<file path="config.mk">
export PLATFORM = sky130hd
export DESIGN_NAME = pipe_hazard_ctrl
export DESIGN_NICKNAME = d
export VERILOG_FILES = /design/src/rtl/pipe_pkg.sv /design/src/rtl/pipe_stage_reg.sv /design/src/rtl/pipe_hazard_ctrl.sv
export SDC_FILE = /design/constraint.sdc
export NUM_CORES = 1
export LEC_CHECK = 0
export BUFFER_PORTS_ARGS = -buffer_cell sky130_fd_sc_hd__buf_2
export CORE_MARGIN = 2
export CORE_UTILIZATION = 40
export DETAILED_ROUTE_END_ITERATION = 12
export PLACE_DENSITY = 0.65
export SLEW_MARGIN = 10
export SYNTH_ARGS = -nofsm -noshare
export SYNTH_HDL_FRONTEND = slang
export SYNTH_HIERARCHICAL = 1
export SYNTH_SLANG_ARGS = --single-unit
export TNS_END_PERCENT = 10
</file>
<file path="constraint.sdc">
create_clock -name clk -period 2.5 [get_ports clk]
set_clock_uncertainty 0.2 [all_clocks]
set_input_delay 0.125 -clock clk [delete_from_list [all_inputs] [get_ports clk]]
set_output_delay 0.125 -clock clk [all_outputs]
set_load 0.02 [all_outputs]
</file>
<file path="src/rtl/pipe_pkg.sv">
// Shared types for the pipeline register bank and hazard controller.
package pipe_pkg;

  // E-stage operand source select
  typedef enum logic [1:0] {
    FWD_RF = 2'b00,
    FWD_W  = 2'b01,
    FWD_M  = 2'b10
  } fwd_sel_t;

  localparam int DEF_REG_W = 4;

  // Per-stage hazard metadata at the default register-address width.
  // The top re-declares the same layout at its own REG_W.
  typedef struct packed {
    logic [DEF_REG_W-1:0] ra1;
    logic [DEF_REG_W-1:0] ra2;
    logic                 use1;
    logic                 use2;
    logic [DEF_REG_W-1:0] wa;
    logic                 regwrite;
    logic                 memtoreg;
  } stage_meta_t;

endpackage

</file>
<file path="src/rtl/pipe_stage_reg.sv">
// One pipeline register. clr inserts a bubble (all zeros) and wins over en.
// en=0 holds the current contents.
module pipe_stage_reg #(
  parameter int W = 8
) (
  input  logic         clk,
  input  logic         rst_n,
  input  logic         en,
  input  logic         clr,
  input  logic [W-1:0] d_i,
  output logic [W-1:0] q_o
);

  logic [W-1:0] q_q;

  // Stage register: reset, then bubble, then load, otherwise hold
  always_ff @(posedge clk or negedge rst_n) begin
    if (!rst_n)   q_q <= '0;
    else if (clr) q_q <= '0;
    else if (en)  q_q <= d_i;
  end

  assign q_o = q_q;

endmodule

</file>
<file path="src/rtl/pipe_hazard_ctrl.sv">
// D/E/M/W pipeline register bank with load-use / RAW stall, branch flush,
// M/W operand forwarding and saturating stall/flush event counters.
module pipe_hazard_ctrl
  import pipe_pkg::*;
#(
  parameter int PAYLOAD_W = 32,
  parameter int REG_W     = 4,
  parameter int PC_REG    = 15,
  parameter int FWD_EN    = 1,
  parameter int CNT_W     = 16
) (
  input  logic                 clk,
  input  logic                 reset,
  input  logic                 f_valid,
  input  logic [PAYLOAD_W-1:0] f_payload,
  input  logic [REG_W-1:0]     id_ra1,
  input  logic [REG_W-1:0]     id_ra2,
  input  logic                 id_use1,
  input  logic                 id_use2,
  input  logic [REG_W-1:0]     id_wa,
  input  logic                 id_regwrite,
  input  logic                 id_memtoreg,
  input  logic [PAYLOAD_W-1:0] id_payload,
  input  logic [PAYLOAD_W-1:0] ex_payload,
  input  logic [PAYLOAD_W-1:0] mem_payload,
  input  logic                 ex_branch,
  output logic                 d_valid,
  output logic                 e_valid,
  output logic                 m_valid,
  output logic                 w_valid,
  output logic [PAYLOAD_W-1:0] d_payload,
  output logic [PAYLOAD_W-1:0] e_payload,
  output logic [PAYLOAD_W-1:0] m_payload,
  output logic [PAYLOAD_W-1:0] w_payload,
  output logic [REG_W-1:0]     w_wa,
  output logic                 w_regwrite,
  output logic [1:0]           fwd_a,
  output logic [1:0]           fwd_b,
  output logic                 stall_f,
  output logic [CNT_W-1:0]     stall_cnt,
  output logic [CNT_W-1:0]     flush_cnt
);

  typedef struct packed {
    logic [REG_W-1:0] ra1;
    logic [REG_W-1:0] ra2;
    logic             use1;
    logic             use2;
    logic [REG_W-1:0] wa;
    logic             regwrite;
    logic             memtoreg;
  } meta_t;

  localparam int               MW = $bits(meta_t);
  localparam logic [REG_W-1:0] PC = REG_W'(PC_REG);

  meta_t id_meta, e_meta, m_meta, w_meta;
  logic [PAYLOAD_W:0]    d_d, d_q;
  logic [PAYLOAD_W+MW:0] e_d, e_q, m_d, m_q, w_d, w_q;
  logic raw_e, raw_m, raw_w, stall, flush;
  fwd_sel_t fa, fb;
  logic [CNT_W-1:0] stall_cnt_q, flush_cnt_q;
  logic unused_meta;

  // Writes to the PC index are not register-file writes for hazard purposes
  function automatic logic effw(input logic v, input meta_t x);
    return v & x.regwrite & (x.wa != PC);
  endfunction

  function automatic logic hit(input logic v, input meta_t x,
                               input logic [REG_W-1:0] r, input logic u);
    return u & (r != PC) & effw(v, x) & (x.wa == r);
  endfunction

  assign id_meta = '{ra1: id_ra1, ra2: id_ra2, use1: id_use1, use2: id_use2,
                     wa: id_wa, regwrite: id_regwrite, memtoreg: id_memtoreg};

  assign d_d = {f_valid, f_payload};
  assign e_d = {d_valid, id_meta, id_payload};
  assign m_d = {e_valid, e_meta, ex_payload};
  assign w_d = {m_valid, m_meta, mem_payload};

  assign {d_valid, d_payload}         = d_q;
  assign {e_valid, e_meta, e_payload} = e_q;
  assign {m_valid, m_meta, m_payload} = m_q;
  assign {w_valid, w_meta, w_payload} = w_q;

  // Source fields of M/W are carried for visibility only
  assign unused_meta = ^{m_meta, w_meta};

  pipe_stage_reg #(.W(PAYLOAD_W+1)) u_d (
    .clk(clk), .rst_n(reset), .en(~stall_f), .clr(flush), .d_i(d_d), .q_o(d_q));
  pipe_stage_reg #(.W(PAYLOAD_W+MW+1)) u_e (
    .clk(clk), .rst_n(reset), .en(1'b1), .clr(flush | stall_f), .d_i(e_d), .q_o(e_q));
  pipe_stage_reg #(.W(PAYLOAD_W+MW+1)) u_m (
    .clk(clk), .rst_n(reset), .en(1'b1), .clr(1'b0), .d_i(m_d), .q_o(m_q));
  pipe_stage_reg #(.W(PAYLOAD_W+MW+1)) u_w (
    .clk(clk), .rst_n(reset), .en(1'b1), .clr(1'b0), .d_i(w_d), .q_o(w_q));

  // Hazard detection: D sources against in-flight writers; flush beats stall
  always_comb begin
    raw_e   = hit(e_valid, e_meta, id_ra1, id_use1) | hit(e_valid, e_meta, id_ra2, id_use2);
    raw_m   = hit(m_valid, m_meta, id_ra1, id_use1) | hit(m_valid, m_meta, id_ra2, id_use2);
    raw_w   = hit(w_valid, w_meta, id_ra1, id_use1) | hit(w_valid, w_meta, id_ra2, id_use2);
    stall   = d_valid & ((FWD_EN != 0) ? (raw_e & e_meta.memtoreg) : (raw_e | raw_m | raw_w));
    flush   = ex_branch & e_valid;
    stall_f = stall & ~flush;
  end

  // Operand forwarding for the instruction in E; M is newer so it wins over W
  always_comb begin
    fa = FWD_RF;
    fb = FWD_RF;
    if (FWD_EN != 0) begin
      if (hit(m_valid, m_meta, e_meta.ra1, e_valid & e_meta.use1))      fa = FWD_M;
      else if (hit(w_valid, w_meta, e_meta.ra1, e_valid & e_meta.use1)) fa = FWD_W;
      if (hit(m_valid, m_meta, e_meta.ra2, e_valid & e_meta.use2))      fb = FWD_M;
      else if (hit(w_valid, w_meta, e_meta.ra2, e_valid & e_meta.use2)) fb = FWD_W;
    end
  end

  assign fwd_a      = fa;
  assign fwd_b      = fb;
  assign w_wa       = w_meta.wa;
  assign w_regwrite = w_valid & w_meta.regwrite;

  // Saturating event counters for effective stalls and flushes
  always_ff @(posedge clk or negedge reset) begin
    if (!reset) begin
      stall_cnt_q <= '0;
      flush_cnt_q <= '0;
    end else begin
      if (stall_f && stall_cnt_q != '1) stall_cnt_q <= stall_cnt_q + 1'b1;
      if (flush && flush_cnt_q != '1)   flush_cnt_q <= flush_cnt_q + 1'b1;
    end
  end

  assign stall_cnt = stall_cnt_q;
  assign flush_cnt = flush_cnt_q;

endmodule

</file>
==> metrics <==
post-route minimum period=2.40 ns; post-CTS setup buffers=0; Clk pwr share=33.9%; HPWL after DPL=14700 um; htree depth=4; RSZ-0062 raised after global routing=false; synth warn=6; Reg power frac=46.4%; final setup violation count=0; initial antenna violation count=1; I/O pins=322; critical path peak fanout=14; largest net degree at the start of global routing=69; max-slew violation count=0; Largest stage delay, worst path=0.42 ns; first-pass GRT wire length=36400 um; initial DRC count=203; Crit Path Class=flop to flop; Switching Share=29.7%; Comb power frac=19.7%; Vias/cell=4.70; crit share post-route=96.1%; Critical Path RT=2.60 ns; clock slew at reported path FFs=0.08 ns; fin nets=1328; antenna-violating nets left=0; post-route non-filler standard cell count=1461; final hold vios=0; Mapped Area=8350 sq um; total track usage=20.7%; TritonCTS buffer count=17; final WL=22900 um; Worst slew margin=56.9%; final setup margin=0.0974 ns; CP endpoint kind=flop; Syn Area/Cell=11.7 sq um; Die Width=148 um; Clock Latency Late Sink=0.42 ns; Syn Inst Count=712; Max Freq=416 MHz; Cell Chain, Critical Path=ha_1 > nand2_1 > or3_1 > or4_1 > o211ai_2 > mux2_2; Initial Util=41.0%; maximum VDD drop=0.000447 V; Slowest cell on crit path=or4_1; CTS root buf=clkbuf_16; path type of the worst min-delay path=input port to async pin; Int Pwr=5.41 mW; power density cells=632 nW/um^2; CP Launch Type=flop; Layout fillers=1705; Leak Pwr=6.61 nW; Placed Cells incl. Taps=1282; TritonCTS clock tree=done; setup_tns=0 ns; sw power=2.29 mW; DR vias=6874; post-DR wirelength/cell=15.7 um; PortBufs=321; CTS Buffer Depth=2; CTS Sinks=190; layout cells sized above 1=31.3%; die area=22100 sq um; first-pass detailed-route iteration total=4; status=complete, no violations; area delta synth->final=45.8%; worst-margin pin slew=0.645 ns; hold_ws=0.0726 ns; RD Place Congestion=0.775; pre-CTS setup slack=0.108 ns; Rows=52; Arr. time, crit path=2.50 ns; Core ar.=20400 sq um; Die Ht=148 um; remaining global-route overflow=0; vias in the first global route=7135; MaxCap Viol Count=0; DRC errors left=0
## final cells by class
type | count | area, sq um | area share (%)
Clock buffer | 19 | 433 | 3.56
Sequential cell | 190 | 4760 | 39.1
Timing Repair Buffer | 481 | 3230 | 26.6
Antenna cell | 1 | 2.50 | 0.0206
Clock inverter | 12 | 134 | 1.10
Tap cell | 270 | 338 | 2.77
Inverter | 8 | 30.0 | 0.247
Multi-Input combinational cell | 480 | 3250 | 26.7
## power by group through the flow
stage,combinational (mW),clock (mW),sequential (mW)
floorplan,0.521,0,3.88
global placement,1.29,0,3.61
detailed placement,1.31,0,3.62
CTS,1.49,2.68,3.57
global route,1.65,2.81,3.61
finish,1.52,2.61,3.57
## path summary, 6_finish.rpt
path	slack, ns	startpoint	cells past startpoint	endpoint
worst max-delay path	0.1	stall_cnt[0]	6	stall_cnt[1]
worst min-delay path	0.07	reset	2	u_m/q_o[8]
worst max register to register	0.1	stall_cnt[0]	6	stall_cnt[1]
worst min register to register	0.29	stall_cnt[6]	1	stall_cnt[6]
max in group asynchronous	1.32	reset	3	stall_cnt[0]
min in group clk	0.07	ex_branch	5	stall_cnt[4]
## worst max-delay path: cells and delay by family, from the launching register on
kind | cells | cell delay (ns)
simple gates | 3 | 0.83
mux | 1 | 0.40
flops | 1 | 0.39
compound gates | 1 | 0.27
fa+ha+maj | 1 | 0.19
## metal layers
metal / global-route usage, % / up-vias / routed length (um)
met1: 26.0 / 3299 / 9920
met4: 5.95 / 2 / 386
li1: - / 3311 / -
met5: 0 / - / 11
met2: 35.9 / 231 / 11200
met3: 4.79 / 31 / 1360
## registers in the layout, summed over array words and instances, names as in the netlist
name       count
u_w/q_o       38
flush_cnt     16
u_e/q_o       49
u_m/q_o       38
u_d/q_o       33
stall_cnt     16
## timing repair
action / CTS / global route
hold buffers: 147 / 0
endpoints found under the hold margin: 277 / 0
resized for setup: 0 / 1
endpoints found under the setup margin: 0 / 1
## placed cells by master, fill, tap and decap left out, types with 8 or more instances in the layout
cell             n
dfrtp_1        188
buf_4            9
nand2_1         16
inv_1            8
nand3_1         16
nor3_1          13
xor2_1          15
clkbuf_16       17
conb_1          11
nand4_1         18
nor2_1         170
buf_2          320
xnor2_1         37
dlygate4sd3_1  147
nor4_1          10
mux2i_1        158
## through the flow
| stage | instance area [sq um] | util (%) | total power [mW] |
|---|---|---|---|
| 2_1_floorplan | 8390 | - | 4.40 |
| 3_3_place_gp | 10100 | 49.7 | 4.90 |
| 3_5_place_dp | 10100 | 49.7 | 4.93 |
| 4_1_cts | 12200 | 59.8 | 7.74 |
| 5_1_grt | 12200 | 59.8 | 8.08 |
| 6_report | 12200 | 59.8 | 7.70 |
Power figures use the tool's default switching activity.
